### src/rtl/dlfloat_link_host.sv
// Host side of the MAC tile link: serialises DLFloat16 operand pairs as A/B words
// and reassembles tagged 16-bit results from the high/low byte stream.
module dlfloat_link_host #(
  parameter int LAT     = 6,
  parameter int COUNT_W = 16
) (
  input  logic               clk,
  input  logic               rst_n,
  input  logic               enable,
  input  logic               op_valid,
  input  logic [15:0]        op_a,
  input  logic [15:0]        op_b,
  output logic               op_ready,
  output logic [15:0]        link_data,
  input  logic [7:0]         link_byte,
  output logic               res_valid,
  output logic [15:0]        res_data,
  output logic               busy,
  output logic [COUNT_W-1:0] tx_count,
  output logic [COUNT_W-1:0] rx_count
);

  localparam int OUT_W = $clog2(LAT / 2 + 2);
  localparam logic [OUT_W-1:0] OUT_MAX = OUT_W'(LAT / 2);

  logic             slot;
  logic [15:0]      b_hold;
  logic [7:0]       hi_byte;
  logic [LAT-1:0]   tag;
  logic [OUT_W-1:0] outstanding;
  logic             accept;
  logic             deliver;

  assign op_ready = enable & slot & (outstanding < OUT_MAX);
  assign accept   = op_valid & op_ready;
  // tag[LAT-1] holds the flag pushed LAT edges ago; LAT even keeps it on a slot=1 edge
  assign deliver  = slot & tag[LAT-1];
  assign busy     = (outstanding != '0);

  always_ff @(posedge clk or negedge rst_n) begin
    if (!rst_n) begin
      slot        <= 1'b0;
      link_data   <= 16'h0000;
      b_hold      <= 16'h0000;
      hi_byte     <= 8'h00;
      tag         <= '0;
      res_valid   <= 1'b0;
      res_data    <= 16'h0000;
      outstanding <= '0;
      tx_count    <= '0;
      rx_count    <= '0;
    end else begin
      slot <= ~slot;
      tag  <= {tag[LAT-2:0], accept};

      if (slot) begin
        link_data <= accept ? op_a : 16'h0000;
        if (accept) begin
          b_hold   <= op_b;
          tx_count <= tx_count + COUNT_W'(1);
        end
      end else begin
        link_data <= b_hold;
        b_hold    <= 16'h0000;
        hi_byte   <= link_byte;
      end

      if (deliver) begin
        res_data  <= {hi_byte, link_byte};
        res_valid <= 1'b1;
        rx_count  <= rx_count + COUNT_W'(1);
      end else begin
        res_valid <= 1'b0;
      end

      case ({accept, deliver})
        2'b10:   outstanding <= outstanding + OUT_W'(1);
        2'b01:   outstanding <= outstanding - OUT_W'(1);
        default: outstanding <= outstanding;
      endcase
    end
  end

endmodule

### config.mk
export PLATFORM = sky130hd
export DESIGN_NAME = dlfloat_link_host
export DESIGN_NICKNAME = d
export VERILOG_FILES = /design/src/rtl/dlfloat_link_host.sv
export SDC_FILE = /design/constraint.sdc
export NUM_CORES = 1
export LEC_CHECK = 0
export ABC_CLOCK_PERIOD_IN_PS = 1950
export CELL_PAD_IN_SITES_DETAIL_PLACEMENT = 1
export CELL_PAD_IN_SITES_GLOBAL_PLACEMENT = 1
export CORE_UTILIZATION = 34
export CTS_CLUSTER_DIAMETER = 200
export DETAILED_ROUTE_END_ITERATION = 7
export PLACE_DENSITY_LB_ADDON = 0.12
export SLEW_MARGIN = 30
export SYNTH_ARGS = -nofsm -noshare
export SYNTH_HDL_FRONTEND = slang
export SYNTH_SLANG_ARGS = --single-unit
### constraint.sdc
create_clock -name clk -period 1.95 [get_ports clk]
set_input_delay 0.39 -clock clk [delete_from_list [all_inputs] [get_ports clk]]
set_output_delay 0.39 -clock clk [all_outputs]
set_load 0.02 [all_outputs]
==> results of run 1 <==
-- power breakdown --
part | total, W | internal (W) | leakage [nW] | switching [W]
clock | 0.00160 | 0.000854 | 0.128 | 0.000742
combinational | 0.00182 | 0.000943 | 1.04 | 0.000874
sequential | 0.00260 | 0.00238 | 1.30 | 0.000218
total | 0.00601 | 0.00418 | 2.47 | 0.00183
-- registers in the layout, indices dropped and copies added (netlist names) --
register / count
slot: 1
tx_count: 16
rx_count: 16
outstanding: 3
tag: 6
b_hold: 16
hi_byte: 8
res_data: 16
link_data: 16
res_valid: 1
-- worst reg2reg max path: stages, from the launching register on --
cell and delay, ns:
dfrtp_1 0.41, and2_4 0.19, nor2_2 0.05, inv_1 0.08, ha_2 0.20, inv_1 0.06, fa_1 0.37, xor2_1 0.17
nor2_1 0.13, xor2_1 0.15
-- cells in the final DEF, fill, tap and decap left out, types with 2 or more instances in the layout --
cell type	synthesis	routed
inv_1	8	8
nand2_1	53	53
xnor2_1	22	22
and3_1	5	5
nand4_1	5	5
buf_4	2	12
clkinv_2	0	3
ha_1	3	2
xor2_1	11	11
dfrtp_1	99	99
and4_1	2	2
clkdlybuf4s50_1	0	105
nor3_1	5	5
mux2_2	25	25
nor2_1	7	6
a21oi_1	16	16
buf_12	0	2
a22o_1	16	16
clkbuf_16	0	9
or3_1	2	2
nand3_1	8	8
dlymetal6s2s_1	0	2
-- per-stage QoR --
stage	setup WS (ns)	TNS (ns)
2_1_floorplan	0.006394	0
3_3_place_gp	-0.2046	-0.7185
3_5_place_dp	-0.2627	-1.200
4_1_cts	0.01538	0
5_1_grt	-0.03599	-0.03599
6_report	0.08527	0
-- final cells by class --
| type | count | share of cell area [%] |
|---|---|---|
| clock buffers | 10 | 4.156 |
| clock inverters | 5 | 0.5678 |
| inverters | 8 | 0.5451 |
| multi-input cells | 189 | 24.35 |
| flip-flops and latches | 99 | 44.97 |
| well taps | 140 | 3.180 |
| repair buffers | 123 | 22.23 |
-- per-layer routing --
layer  vias to the layer above  global-route usage (%)  wire, um
met5                         -                       0         0
met4                         0                   6.660       161
met3                        10                   3.407       381
met2                        64                   24.66      4062
met1                      1346                   20.43      3912
li1                       1286                       -         -
-- kinds of logic after synthesis --
| kind of cell | count (synthesis) | synth area share [%] |
|---|---|---|
| adders and majority gates | 4 | 1.475 |
| muxes | 26 | 7.470 |
| xor gates and xnor gates | 33 | 7.406 |
| AOI/OAI and AO/OA | 32 | 5.643 |
| and+or+nand+nor | 94 | 12.18 |
| buffers and inverters | 20 | 2.340 |
| DFF | 99 | 63.48 |
-- worst max path at each step --
stage,start,end,cells after the start
global placement,enable,outstanding[2],10
finish,outstanding[0],outstanding[2],9
CTS,outstanding[0],op_ready,3
floorplan,outstanding[0],outstanding[2],10
global route,slot,outstanding[2],8
detailed placement,enable,outstanding[2],10
-- what timing repair did --
item | in CTS | in global routing
gates resized for setup | 3 | 4
endpoints found under the setup margin | 2 | 2
pin swaps | 0 | 2
cloned | 0 | 0
buffers inserted | 0 | 2
hold buffers | 0 | 0
==> results by group, run 1 <==
Layout
  • Antenna cells: 0
  • Area occupied by multi-input gates: 0.001341 mm2
  • Final core utilization: 49.94%
  • Area grow syn2layout: 41.17%
  • Final nets: 478
  • Design area: 0.005509 mm2
  • Layout cells sized above 1: 14.06%
  • Register area: 0.002477 mm2
  • Fin cells: 574
  • Fillcell total: 1,181

CTS
  • Root buf cell: clkbuf_16
  • CTS tree: done
  • H-Tree Level Count: 3
  • CTS buffer count: 9
  • Buffer depth of the longest clock path: 2
  • Clk sinks: 99
  • Clk_lat worst skew: 0.34 ns
  • Clock slew seen by the registers of the worst setup and hold paths: 0.07 ns

GRT
  • GRT Total Usage: 15.55%
  • Vias in the first global route: 2,885
  • Largest net degree at the start of global routing: 57
  • Overflow after GRT: 0
  • First-pass GRT wire length: 14,190 um
  • Initial antenna violation count: 0

Timing
  • Hold_ws: 0.02533 ns
  • Clock Skews: 0.004171 ns
  • Period utilisation layout: 95.63%
  • Fin. max-slew vios: 0
  • Endpoints failing hold: 0
  • Slew margin rel.: 73.09%
  • Crit path time final: 1.865 ns
  • Final setup viols: 0
  • Worst Tran Pin Value: 0.4003 ns
  • FMAX: 0.5363 GHz

Floorplan
  • Top Ports: 111
  • Chip width: 109.1 um
  • Die area: 0.01191 mm2
  • Core ar.: 0.01103 mm2
  • Die Y-Extent: 109.1 um
  • Row count: 38
  • Starting density of the core: 35.38%

Placement
  • Placed Cells: 557
  • Placed wire-length estimate: 5880 um
  • Port Buf Inserts: 110
  • Routability cong.: 0.7200
  • Post-Place Cell Area: 0.005226 mm2

Synthesis
  • Synth Area per Inst: 12.67 um2
  • YS warnings: 0
  • Post-synth top area share: 63.48%
  • Synth Net Count: 356
  • Synthesized flop and latch total: 99
  • Post-synth EDFFs: 0
  • Top-count cell post-synth: dfrtp_1
  • Sequential area share after synthesis: 63.48%
  • Synth area leader: dfrtp_1
  • Cells after synthesis: 308
  • Mapped Area: 0.003902 mm2
  • Ys flop type: dfrtp_1
  • Commonest cells in the netlist: dfrtp_1 (99), nand2_1 (53), mux2_2 (25)
  • Distinct cells, synth: 27
  • Synth area leaders: dfrtp_1 (63%), mux2_2 (7.2%), nand2_1 (5.1%)
  • Async set-reset flop share out of synthesis: 100.0%

Critical path
  • Setup crit end kind: flip-flop
  • Reg-to-Reg End: outstanding[2]
  • Startpoint Class: flip-flop
  • Delay-heaviest family, CP: adder cells
  • Worst R2R Start: outstanding[0]
  • Worst endpoint data arrival time: 2.13 ns
  • CP Data Required Time: 2.21 ns
  • Slowest CP cell: dfrtp_1
  • CP Class: flip-flop to flip-flop
  • Worst-path fanout max: 4
  • R2R depth: 9
  • Buf/Inv on CP: 2
  • Setup slack, reg-to-reg: 0.09 ns
  • Crit path largest cell delay: 0.41 ns
  • Crit path cell chain: and2_4 -> nor2_2 -> inv_1 -> ha_2 -> inv_1 -> fa_1 -> xor2_1 -> nor2_1 -> xor2_1

Drt
  • Vias: 2,706
  • Antenna Violating Nets Remaining: 0
  • Final wirelength: 8518 um
  • Vias per inst: 4.714
  • # DRC: 0
  • DRT Pass-1 Iters: 5
  • Detailed Route Iter0 Violations: 73
  • WL/cell: 14.84 um

Pwr
  • Peak supply drop: 0.0006411 V
  • Power Dens Cells: 1091 mW/mm2
  • Overall power: 0.006013 W
  • LEAKAGE: 2.468 nW

Worst hold path
  • Hold WC Path Type: primary input to asynchronous set/reset pin

Job
  • Max Cap Viol: 0

Run status
  • Status: completed
Note: power is estimated with default switching activity, not from simulation.
==> run 2, diff against run 1 <==
- CORE_ASPECT_RATIO: default -> 0.9
- SETUP_SLACK_MARGIN: default -> 0.2
==> results by group, run 2 (synthesized netlist as in run 1, its figures left out) <==
Run status
  • Status: completed

Pwr
  • Logic gate share of total power: 30.1% (about the same)
  • Seq pwr share: 42.7% (-0.5 points)
  • Switching power: 0.001830 W (-0.25%)
  • Internal power: 0.004245 W (+1.6%)
  • Peak supply drop: 0.0006450 V (+0.62%)
  • Sw Share: 30.12% (-0.39 points)
  • LEAKAGE: 2.662 nW (+7.9%)
  • Power Dens Cells: 1095 mW/mm2 (+0.30%)
  • Clk pwr share: 27.2% (+0.7 points)
  • Overall power: 0.006075 W (+1.0%)

Layout
  • Antenna cells: 0 (unchanged)
  • Final nets: 481 (+0.63%)
  • Commonest non-fill, non-tap cell in the layout: dfrtp_1
  • Fillcell total: 1,172 (-0.76%)
  • Layout cells sized above 1: 15.98% (+1.9 points)
  • Commonest non-fill, non-tap cells in the layout: dfrtp_1 (98), clkdlybuf4s50_1 (76), nand2_1 (53), dlygate4sd2_1 (26), mux2_2 (25)
  • Area grow syn2layout: 42.19%
  • Final core utilization: 50.49% (+0.55 points)

CTS
  • Clk_lat worst skew: 0.34 ns (about the same)
  • CTS buffer count: 9 (unchanged)
  • Clk sinks: 99 (unchanged)
  • H-Tree Level Count: 3 (unchanged)
  • Buffer depth of the longest clock path: 2 (unchanged)
  • CTS tree: done
  • Clock slew seen by the registers of the worst setup and hold paths: 0.06 ns (about the same)
  • Root buf cell: clkbuf_16

Floorplan
  • Chip width: 114.9 um (+5.3%)
  • Core ar.: 0.01099 mm2 (-0.36%)
  • Row count: 36 (-5.3%)
  • Die Y-Extent: 103.6 um (-5.0%)
  • Starting density of the core: 35.51% (+0.13 points)
  • Die area: 0.01191 mm2 (about the same)
  • Top Ports: 111 (unchanged)

Critical path
  • CP Class: flip-flop to output port
  • Worst endpoint data arrival time: 1.31 ns (-0.82 ns)
  • Worst-path fanout max: 2 (-2)
  • Startpoint Class: flip-flop
  • Crit path largest cell delay: 0.63 ns (+0.22 ns)
  • CP Data Required Time: 1.56 ns (-0.65 ns)
  • Slowest CP cell: clkdlybuf4s50_1
  • Buf/Inv on CP: 1 (-1)
  • Delay-heaviest family, CP: buffers and inverters
  • Setup crit end kind: output port
  • Crit path cell chain: clkdlybuf4s50_1

Worst hold path
  • Hold WC Path Type: flip-flop to flip-flop

Timing
  • Clock Skews: 0.004969 ns (+0.0007974 ns)
  • Worst Tran Pin Value: 0.3859 ns (-0.01447 ns)
  • Final setup viols: 0 (unchanged)
  • Endpoints failing hold: 0 (unchanged)
  • Total negative slack: 0 ns (unchanged)
  • Slew margin rel.: 74.28% (+1.2 points)
  • Period utilisation layout: 87.34% (-8.3 points)
  • RSZ-0062 raised after global routing: true
  • Fin. max-slew vios: 0 (unchanged)
  • FMAX: 0.5871 GHz (+9.5%)
  • Crit path time final: 1.703 ns (-0.1616 ns)

GRT
  • Initial antenna violation count: 0 (unchanged)
  • Vias in the first global route: 2,840 (-1.6%)
  • Largest net degree at the start of global routing: 61 (+7.0%)
  • GRT Total Usage: 15.81% (+0.26 points)
  • First-pass GRT wire length: 14,500 um (+2.2%)
  • Overflow after GRT: 0 (unchanged)

Job
  • Max Cap Viol: 0 (unchanged)

Drt
  • Detailed Route Iter0 Violations: 47 (-36%)
  • Vias: 2,713 (+0.26%)
  • # DRC: 0 (unchanged)
  • Antenna Violating Nets Remaining: 0 (unchanged)
  • WL/cell: 14.60 um (-1.6%)
  • Vias per inst: 4.598 (-2.5%)
  • DRT Pass-1 Iters: 4 (-1)
  • Final wirelength: 8616 um (+1.2%)

Placement
  • Placed wire-length estimate: 5991 um (+1.9%)
  • Routability cong.: 0.6959 (-3.3%)
  • Port Buf Inserts: 110 (unchanged)
run 2: changes by cell type in the layout (fill, tap and decap cells not counted), moves of 2 or more:
cell / previous run / this run
inv_2: 0 / 3
buf_4: 12 / 14
dlymetal6s2s_1: 2 / 5
buf_2: 0 / 2
clkbuf_8: 0 / 2
inv_1: 8 / 5
clkbuf_1: 1 / 3
clkdlybuf4s50_1: 105 / 76
dlygate4sd2_1: 1 / 26
run 2: stage by stage:
step / instances / hold slack, ns / cell area, um2 / setup WS [ns]
after floorplan: 308 / 0.09441 / 3929 / 0.1781
after detailed placement: 569 / 0.1959 / 5258 / -0.2226
after CTS: 587 / 0.3553 / 5518 / 0.1522
after global placement: 569 / 0.1970 / 5258 / -0.1773
final: 590 / 0.3527 / 5549 / 0.2468
after global routing: 590 / 0.3610 / 5549 / 0.1705
run 2: routing by layer:
metal  track usage, %  vias to the layer above  routed length [um]
li1                 -                     1288                   -
met1            20.68                     1353                3944
met2            24.87                       59                4131
met3            4.564                       13                 407
met4            5.566                        0                 132
met5                0                        -                   0
run 2: cell type report:
cell class,count,area (um2),area share [%]
Clock buffer,14,264.0,4.758
Clock inverter,2,10.01,0.1804
Inverter,8,30.03,0.5412
Multi-Input combinational cell,189,1360,24.51
Sequential cell,99,2479,44.67
Tap cell,152,190.2,3.427
Timing Repair Buffer,126,1216,21.92
run 2: timing repair:
action                                  4_1_cts  5_1_grt
cloned                                        0        0
pin swaps                                     0        7
setup buffers                                 1        3
gates resized for setup                      36        8
hold buffers                                  1        0
endpoints found under the setup margin       29       14
hold endpoints to repair                      1        0
run 2: worst paths after layout:
path / from / endpoint / slack, ns / cells after the start
max in group asynchronous: rst_n / b_hold[13] / 1.06 / 3
setup / recovery: res_data[15] / res_data[15] / 0.25 / 1
min in group asynchronous: rst_n / rx_count[15] / 0.39 / 2
hold reg to reg: tag[4] / tag[5] / 0.35 / 0
hold / removal: tag[4] / tag[5] / 0.35 / 0
setup reg to reg: slot / outstanding[2] / 0.28 / 9
run 2: power by group through the flow:
stage | logic, W | registers, W | clock network [W]
finish | 0.00183 | 0.00259 | 0.00165
global route | 0.00198 | 0.00264 | 0.00179
CTS | 0.00183 | 0.00260 | 0.00172
detailed placement | 0.00185 | 0.00265 | 0
global placement | 0.00182 | 0.00262 | 0
floorplan | 0.000641 | 0.00294 | 0
